===== src/rtl/rr_dec_arbiter.sv =====
// rr_dec_arbiter
// Round-robin arbiter that shares one 3-to-8 active-low select decoder
// (enable G high, GA/GB low) among eight requesters. All decoder-facing
// outputs are registered, so at most one decoder output is ever low, and
// one IDLE cycle always separates consecutive grants (break-before-make).
// A hold timer bounds the length of any single grant.
//
// Ports:
//   clk        in   rising-edge clock
//   rst        in   synchronous reset, active-high (priority over all inputs)
//   en         in   arbitration enable; low blocks new grants only
//   req[7:0]   in   per-requester request, index i maps to decoder Y[i]
//   release_i  in   current owner is done (looked at only while granting)
//   A[2:0]     out  decoder select = granted index
//   G          out  decoder enable, active-high
//   GA, GB     out  decoder enables, active-low
//   gnt_valid  out  grant active (same as G)
//   timeout    out  one-cycle pulse after a grant ended by the hold timer
module rr_dec_arbiter #(
    parameter int HOLD_MAX = 16,
    parameter int CNT_W    = 8
) (
    input  logic       clk,
    input  logic       rst,
    input  logic       en,
    input  logic [7:0] req,
    input  logic       release_i,
    output logic [2:0] A,
    output logic       G,
    output logic       GA,
    output logic       GB,
    output logic       gnt_valid,
    output logic       timeout
);

    typedef enum logic {
        ST_IDLE  = 1'b0,
        ST_GRANT = 1'b1
    } state_t;

    state_t             r_state;
    state_t             w_state_nxt;
    logic [2:0]         r_ptr;
    logic [2:0]         r_a;
    logic [CNT_W-1:0]   r_cnt;
    logic               r_g;
    logic               r_ga;
    logic               r_gb;
    logic               r_timeout;

    logic [15:0]        w_dbl;
    logic [7:0]         w_rot;
    logic [2:0]         w_off;
    logic [2:0]         w_win;
    logic               w_start;
    logic               w_rel;
    logic               w_drop;
    logic               w_hold;
    logic               w_exit;

    logic [2:0]         w_ptr_nxt;
    logic [2:0]         w_a_nxt;
    logic [CNT_W-1:0]   w_cnt_nxt;
    logic               w_g_nxt;
    logic               w_to_nxt;

    // Rotate req so that the pointer position lands at bit 0; the first set
    // bit of the rotated vector is then the offset of the winner from ptr.
    assign w_dbl = {req, req} >> r_ptr;
    assign w_rot = w_dbl[7:0];

    // Lowest set bit of the rotated request vector (descending scan so the
    // last write is the lowest index).
    always_comb begin
        w_off = 3'd0;
        for (int i = 7; i >= 0; i--) begin
            w_off = w_rot[i] ? 3'(i) : w_off;
        end
    end

    assign w_win   = r_ptr + w_off;
    assign w_start = en & (|req);

    // Grant exit conditions: release, requester drop, hold timer expiry.
    assign w_rel  = release_i;
    assign w_drop = ~req[r_a];
    assign w_hold = (r_cnt == CNT_W'(HOLD_MAX - 1));
    assign w_exit = w_rel | w_drop | w_hold;

    // State register.
    always_ff @(posedge clk) begin
        if (rst) begin
            r_state <= ST_IDLE;
        end else begin
            r_state <= w_state_nxt;
        end
    end

    // Next-state logic.
    always_comb begin
        w_state_nxt = r_state;
        case (r_state)
            ST_IDLE:  w_state_nxt = w_start ? ST_GRANT : ST_IDLE;
            ST_GRANT: w_state_nxt = w_exit  ? ST_IDLE  : ST_GRANT;
            default:  w_state_nxt = ST_IDLE;
        endcase
    end

    // Next values for the pointer, select, hold counter and output pins.
    always_comb begin
        w_ptr_nxt = r_ptr;
        w_a_nxt   = r_a;
        w_cnt_nxt = r_cnt;
        w_to_nxt  = 1'b0;
        case (r_state)
            ST_IDLE: begin
                if (w_start) begin
                    w_a_nxt   = w_win;
                    w_cnt_nxt = {CNT_W{1'b0}};
                end else begin
                    w_a_nxt   = r_a;
                end
            end
            ST_GRANT: begin
                if (w_exit) begin
                    // The finished owner drops to lowest priority.
                    w_ptr_nxt = r_a + 3'd1;
                    w_cnt_nxt = {CNT_W{1'b0}};
                    // Timer-only exits are flagged; release/drop win ties.
                    w_to_nxt  = w_hold & ~w_rel & ~w_drop;
                end else begin
                    w_cnt_nxt = r_cnt + CNT_W'(1);
                end
            end
            default: begin
                w_ptr_nxt = r_ptr;
            end
        endcase
        w_g_nxt = (w_state_nxt == ST_GRANT);
    end

    // Datapath and output registers; enables always move as one group.
    always_ff @(posedge clk) begin
        if (rst) begin
            r_ptr     <= 3'd0;
            r_a       <= 3'd0;
            r_cnt     <= {CNT_W{1'b0}};
            r_g       <= 1'b0;
            r_ga      <= 1'b1;
            r_gb      <= 1'b1;
            r_timeout <= 1'b0;
        end else begin
            r_ptr     <= w_ptr_nxt;
            r_a       <= w_a_nxt;
            r_cnt     <= w_cnt_nxt;
            r_g       <= w_g_nxt;
            r_ga      <= ~w_g_nxt;
            r_gb      <= ~w_g_nxt;
            r_timeout <= w_to_nxt;
        end
    end

    assign A         = r_a;
    assign G         = r_g;
    assign GA        = r_ga;
    assign GB        = r_gb;
    assign gnt_valid = r_g;
    assign timeout   = r_timeout;

endmodule


===== config.mk =====
export PLATFORM = sky130hd
export DESIGN_NAME = rr_dec_arbiter
export DESIGN_NICKNAME = d
export VERILOG_FILES = /design/src/rtl/rr_dec_arbiter.sv
export SDC_FILE = /design/constraint.sdc
export NUM_CORES = 1
export LEC_CHECK = 0
export ABC_AREA = 1
export CORE_MARGIN = 4
export CORE_UTILIZATION = 58
export CTS_CLUSTER_DIAMETER = 40
export CTS_CLUSTER_SIZE = 30
export DETAILED_ROUTE_END_ITERATION = 8
export PLACE_DENSITY = 0.93
export SYNTH_ARGS = -nofsm -noshare
export SYNTH_HDL_FRONTEND = slang
export SYNTH_SLANG_ARGS = --single-unit
export TNS_END_PERCENT = 5

===== constraint.sdc =====
create_clock -name clk -period 5.5 [get_ports clk]
set_input_delay 0.55 -clock clk [delete_from_list [all_inputs] [get_ports clk]]
set_output_delay 0.55 -clock clk [all_outputs]
set_load 0.02 [all_outputs]

---- Yosys cells after proc, flatten, opt, wreduce, memory -nomap -nowiden ----
Index checks and enable logic that the tools add are counted.
word-level totals
  output and inout bits ................... 8
  memories ................................ 0
  register bits ........................... 17
  word-level logic and storage cells ...... 43
  input port bits ......................... 12
  bits in read-only memories .............. 0
  bits in latches ......................... 0
  bits in writable memories ............... 0
cells by class
  equality and inequality tests ........... 2
  multiplexer cells ....................... 16
  shifts and indexed selects .............. 1
  $lt $le $gt $ge ......................... 1
  $mul .................................... 0
  reduce and logical (&&, ||, !) cells .... 4
  add/subtract/negate cells ............... 3
  bitwise operators ....................... 10
  div/mod/pow operators ................... 0
operators by type and width
  kind                                                                           count
  3-bit 2-to-1 mux                                                               8
  8-bit 2-to-1 mux                                                               2
  8-bit one-hot mux with 2 select lines                                          1
  16-bit by 3-bit >> shifter with 8-bit output                                   1
  8-bit by 1-bit adder with 8-bit output (second input constant)                 1
  8-bit by 4-bit equality test with 1-bit output (second input constant)         1
  8-bit OR reduction                                                             1
  1-bit NOT                                                                      5
  3-bit by 4-bit less-than comparator with 1-bit output (second input constant)  1
  2-bit AND reduction                                                            2
  3-bit by 1-bit adder with 3-bit output (second input constant)                 1
  3-bit adder                                                                    1
  1-bit AND                                                                      3
  1-bit binary-select mux with 3-bit select                                      1
  1-bit 2-to-1 mux                                                               3
  3-bit OR reduction                                                             1
  2-bit != test (second input constant)                                          1
  1-bit OR                                                                       2
  1-bit one-hot mux with 2 select lines                                          1

---- Longest topological paths before layout ----
  word-level depth ........................ 10
  gate-level depth with buffers ........... 22
  gate-level depth less buffers ........... 21

---- Worst setup path after synthesis ----
No wires, ideal clock.
  path kind ............................... input -> register
  start point ............................. input req[1]
  end point ............................... register r_a[2] (netlist: A[2])
  arrival ................................. 2.196 ns
  slack ................................... 3.196 ns
  cell stages on the path ................. 20
  data required time ...................... 5.391 ns
  library setup time ...................... 0.109 ns
  path through ............................ nand2_1 > nand3_1 > nand3_1 > nand2_1 > inv_1 > nand2_1 > nand2_1 > nand2_1 > nand2_1 > nand2_1 > a21oi_1 > ha_1 > inv_1 > fa_1 > xnor2_1 > inv_1 > nand3_1 > nand3_1 > nand2_1 > inv_1
on the way
  cells in the longest elaborated chain, start to end .. 10
ends and longest elaborated chain
  what                                          RTL line  RTL
  start, declared                               26        input logic [7:0] req,
  16-bit by 3-bit >> shifter with 8-bit output  69        assign w_dbl = {req, req} >> r_ptr;
  3-bit 2-to-1 mux (8 in a row)                 77        w_off = w_rot[i] ? 3'(i) : w_off;
  3-bit adder                                   81        assign w_win = r_ptr + w_off;
  end signal, assigned                          154       r_a <= w_a_nxt;
  end, declared                                 44        logic [2:0] r_a;
Parallel ways exist; a longest one is shown, timed or not.
A chain may end at the register's enable or synchronous reset.

---- Worst setup path after layout ----
  start point ............................. input req[4]
  end point ............................... register r_a[2] (netlist: A[2])
The elaborated chain is that of the path after synthesis.

==> results.md <==
| Parameter | Value | Unit |
| --- | --- | --- |
| Clock slew at the register clock pins of the worst setup and hold paths | 0.09 | ns |
| Slew at the pin closest to its max-slew limit | 0.610 | ns |
| Worst slack at placement | 2.45 | ns |
| Non-Filler Instances | 259 | - |
| Fmax | 366 | MHz |
| Post-route fraction of the period consumed by the critical path | 0.497 | - |
| Post-detailed-route count of antenna-violating nets | 0 | - |
| Sequential fraction of the synthesis area | 0.253 | - |
| Largest cells by area after synthesis | sky130_fd_sc_hd__dfxtp_1 (25%), sky130_fd_sc_hd__nand2_1 (18%), sky130_fd_sc_hd__nand3_1 (12%) | - |
| Largest driver fanout on the critical path | 4 | - |
| Routed via count divided by cell count | 5.35 | - |
| Initial DRC Count | 50 | - |
| Number of buffers inserted by port buffering | 19 | - |
| Wire length of the first global-routing pass | 5.16 | mm |
| Worst reg2reg startpoint | r_ptr[0] | - |
| Yosys synthesis warning count | 0 | - |
| Height of the die | 56.2 | um |
| Sum of overflow across all layers after global routing | 0 | - |
| Pwr/cell area | 221 | nW/um^2 |
| Overall fraction of global-route tracks in use | 0.202 | - |
| Clock sinks | 17 | - |
| Beginning of the worst hold path | r_cnt[7] | - |
| Num CTS Buffers | 3 | - |
| Netlist area before placement | 1350 | sq um |
| Most common cell in the netlist | sky130_fd_sc_hd__nand2_1 | - |
| Category of the most critical setup path | in -> reg | - |
| Timing startpoint of the critical path | req[4] | - |
| Status | finished clean | - |
| Final setup fails | 0 | - |
| Count of unresolved DRC violations after routing | 0 | - |
| Leak Pwr | 0.668 | nW |
| Number of H-tree branching levels | 1 | - |
| Total half-perimeter wirelength after legalization and detailed placement | 2.37 | mm |
| Die boundary width | 56.2 | um |
| Number of distinct library cells after synthesis | 30 | - |
| Fraction of registers with async set/reset | 0 | - |
| Switching power as a share of total power | 0.383 | - |
| Hold-fix buffer count after cts | 0 | - |
| Peak supply drop | 200 | uV |
| Number of enable flip-flop cells after synthesis | 0 | - |
| Share of power burned in combinational logic | 0.378 | - |
| Arrival time worst endpoint | 2.94 | ns |
| Total via count in the routed design | 1386 | - |
| Post-route total power | 0.340 | mW |
| Worst-path cell chain | clkdlybuf4s50_1 > nand2_1 > nand3_1 > nand3_1 > nand2_1 > inv_1 > nand2_1 > nand2_1 > nand2_1 > nand2_1 > a21oi_1 > ha_1 > inv_1 > fa_1 > xnor2_1 > inv_1 > nand3_1 > nand3_1 > nand2_1 > inv_1 | - |
| Sw Pwr | 0.130 | mW |
| Placed cells | 255 | - |
| Slew HR | 0.592 | - |
| Ports | 20 | - |
| Via count of the first global-routing pass | 1168 | - |
| Post-cts sizing count | 0 | - |
| Die outline area | 3150 | sq um |
| Post-synth top area cell | sky130_fd_sc_hd__dfxtp_1 | - |
| Count of antenna diodes in the layout | 0 | - |
| Placed cell areas | 1510 | sq um |
| Worst Setup End Kind | register | - |
| Worst-case clock buffer depth | 2 | - |
| Final RePlAce weighted congestion | 0.889 | - |
| Number of antenna violations at the first check in global routing | 0 | - |
| Synth top area share | 0.253 | - |
| Pint | 0.210 | mW |
| Synthesis-stage register bit count | 17 | - |
| Worst-case setup margin in the final layout | 2.76 | ns |
| Unrepaired setup endpoints after global routing | no | - |
| Post-Syn Nets | 231 | - |
| Slowest stage cell on the critical path | sky130_fd_sc_hd__clkdlybuf4s50_1 | - |
| WL per Instance | 11.5 | um |
| Sum of negative setup slack | 0 | ns |
| Overall routed net length | 2.98 | mm |
| Number of nets in the finished design | 248 | - |
| Post-route standard cell area excluding fillers | 1540 | sq um |
| Slowest Stage Delay on Critical Path | 0.56 | ns |
| Core Footprint | 2210 | sq um |
| Buffer count from post-CTS setup fixing | 0 | - |
| Clock root cell | sky130_fd_sc_hd__clkbuf_4 | - |
| Worst-skew pair later-pin latency | 0.30 | ns |
| Part of the total power dissipated in sequential elements | 0.424 | - |
| Fraction of final layout cells with drive strength greater than 1 | 0.0649 | - |
| Setup Skew | 0.00330 | ns |
| Final Max Tran Viols | 0 | - |
| Min-Delay Path Class | reg -> reg | - |
| Clk network pwr share | 0.198 | - |
| Maximum number of pins on one net before global-route repair | 19 | - |
| CP bufs+invs | 5 | - |
| Clock tree from TritonCTS | done | - |
| Post-Syn Instances | 215 | - |
| Per-instance average area after synthesis | 6.26 | sq um |
| Num rows | 17 | - |
| Leading post-synthesis cells by instance count | sky130_fd_sc_hd__nand2_1 (65), sky130_fd_sc_hd__nand3_1 (31), sky130_fd_sc_hd__nor2_1 (20), sky130_fd_sc_hd__inv_1 (18), sky130_fd_sc_hd__dfxtp_1 (17) | - |
| Worst hold slack across all endpoints | 0.507 | ns |
| Initial cell density of the core | 0.608 | - |
| Hold Vio Cnt, Final | 0 | - |
| Kind of cell adding the most delay to the critical path | simple AND/OR/NAND/NOR gates | - |
| Tmin final | 2.74 | ns |
| Most frequent CP cell | sky130_fd_sc_hd__nand2_1 | - |
| Top_reg_cell synth | sky130_fd_sc_hd__dfxtp_1 | - |
| Detailed-routing iteration count for the pre-antenna-repair pass | 4 | - |
| Worst Path Required | 5.71 | ns |
| Area growth, synth to finish | 14.5 | % |
| Core occupancy in the finished layout | 0.696 | - |
| Crit start category | input pin | - |
| Number of max-cap violations | 0 | - |
flip-flops by register name, indices dropped and copies added (netlist names):
register and flops:
r_ptr 3, timeout 1, G 1, r_cnt 8, GB 1, A 3
cells by family after synthesis:
family / after synthesis / synth area share
AO/OA/AOI/OAI: 24 / 0.102
XOR/XNOR: 8 / 0.0521
adder cells (fa/ha/maj): 4 / 0.0428
buffers and inverters: 28 / 0.100
flip-flops: 17 / 0.253
AND/OR/NAND/NOR: 134 / 0.449
path summary, 6_finish.rpt:
check	to	slack, ns	depth (start not counted)
max reg2reg	A[2]	2.84	21
max	A[2]	2.76	20
min reg2reg	r_cnt[7]	0.51	2
min	r_cnt[7]	0.51	2
cells in the final DEF, fill, tap and decap left out, types with 5 or more instances in the layout:
cell type                          n
sky130_fd_sc_hd__nand3_1          31
sky130_fd_sc_hd__xnor2_1           5
sky130_fd_sc_hd__clkdlybuf4s50_1  19
sky130_fd_sc_hd__nand4_1           7
sky130_fd_sc_hd__nor2_1           20
sky130_fd_sc_hd__inv_1            18
sky130_fd_sc_hd__a21oi_1          12
sky130_fd_sc_hd__nand2_1          65
sky130_fd_sc_hd__dfxtp_1          17
sky130_fd_sc_hd__o21ai_0           6
routing by layer:
metal	GRT usage	vias up	wire length, um
li1	-	739	-
met1	0.273	614	1450
met2	0.327	30	1390
met3	0.0441	3	118
met4	0.0475	0	25
met5	0	-	0
power groups by stage:
stage	Combinational, mW	Clock [mW]	Sequential (mW)
6_report	0.128	0.0672	0.144
5_1_grt	0.147	0.0756	0.146
4_1_cts	0.129	0.0696	0.144
3_5_place_dp	0.128	0	0.147
3_3_place_gp	0.127	0	0.147
2_1_floorplan	0.0989	0	0.142
cell type report:
type / instances / area [sq um]
fill: 182 / 672
tap: 28 / 35.0
inverter: 21 / 78.8
sequential: 17 / 340
timing repair buffer: 19 / 190
clock buffer: 4 / 26.3
multi-input combinational: 170 / 870
worst register-to-register path: stages, from the launching register on:
cell	delay, ns
sky130_fd_sc_hd__dfxtp_1	0.57
sky130_fd_sc_hd__inv_2	0.14
sky130_fd_sc_hd__nand2_1	0.11
sky130_fd_sc_hd__nand3_1	0.10
sky130_fd_sc_hd__nand3_1	0.11
sky130_fd_sc_hd__nand2_1	0.08
sky130_fd_sc_hd__inv_1	0.05
sky130_fd_sc_hd__nand2_1	0.04
sky130_fd_sc_hd__nand2_1	0.05
sky130_fd_sc_hd__nand2_1	0.04
sky130_fd_sc_hd__nand2_1	0.05
sky130_fd_sc_hd__nand2_1	0.05
sky130_fd_sc_hd__a21oi_1	0.13
sky130_fd_sc_hd__ha_1	0.15
sky130_fd_sc_hd__inv_1	0.05
sky130_fd_sc_hd__fa_1	0.37
sky130_fd_sc_hd__xnor2_1	0.19
sky130_fd_sc_hd__inv_1	0.06
sky130_fd_sc_hd__nand3_1	0.07
sky130_fd_sc_hd__nand3_1	0.07
sky130_fd_sc_hd__nand2_1	0.06
sky130_fd_sc_hd__inv_1	0.03
(Power assumes the default switching activity.)
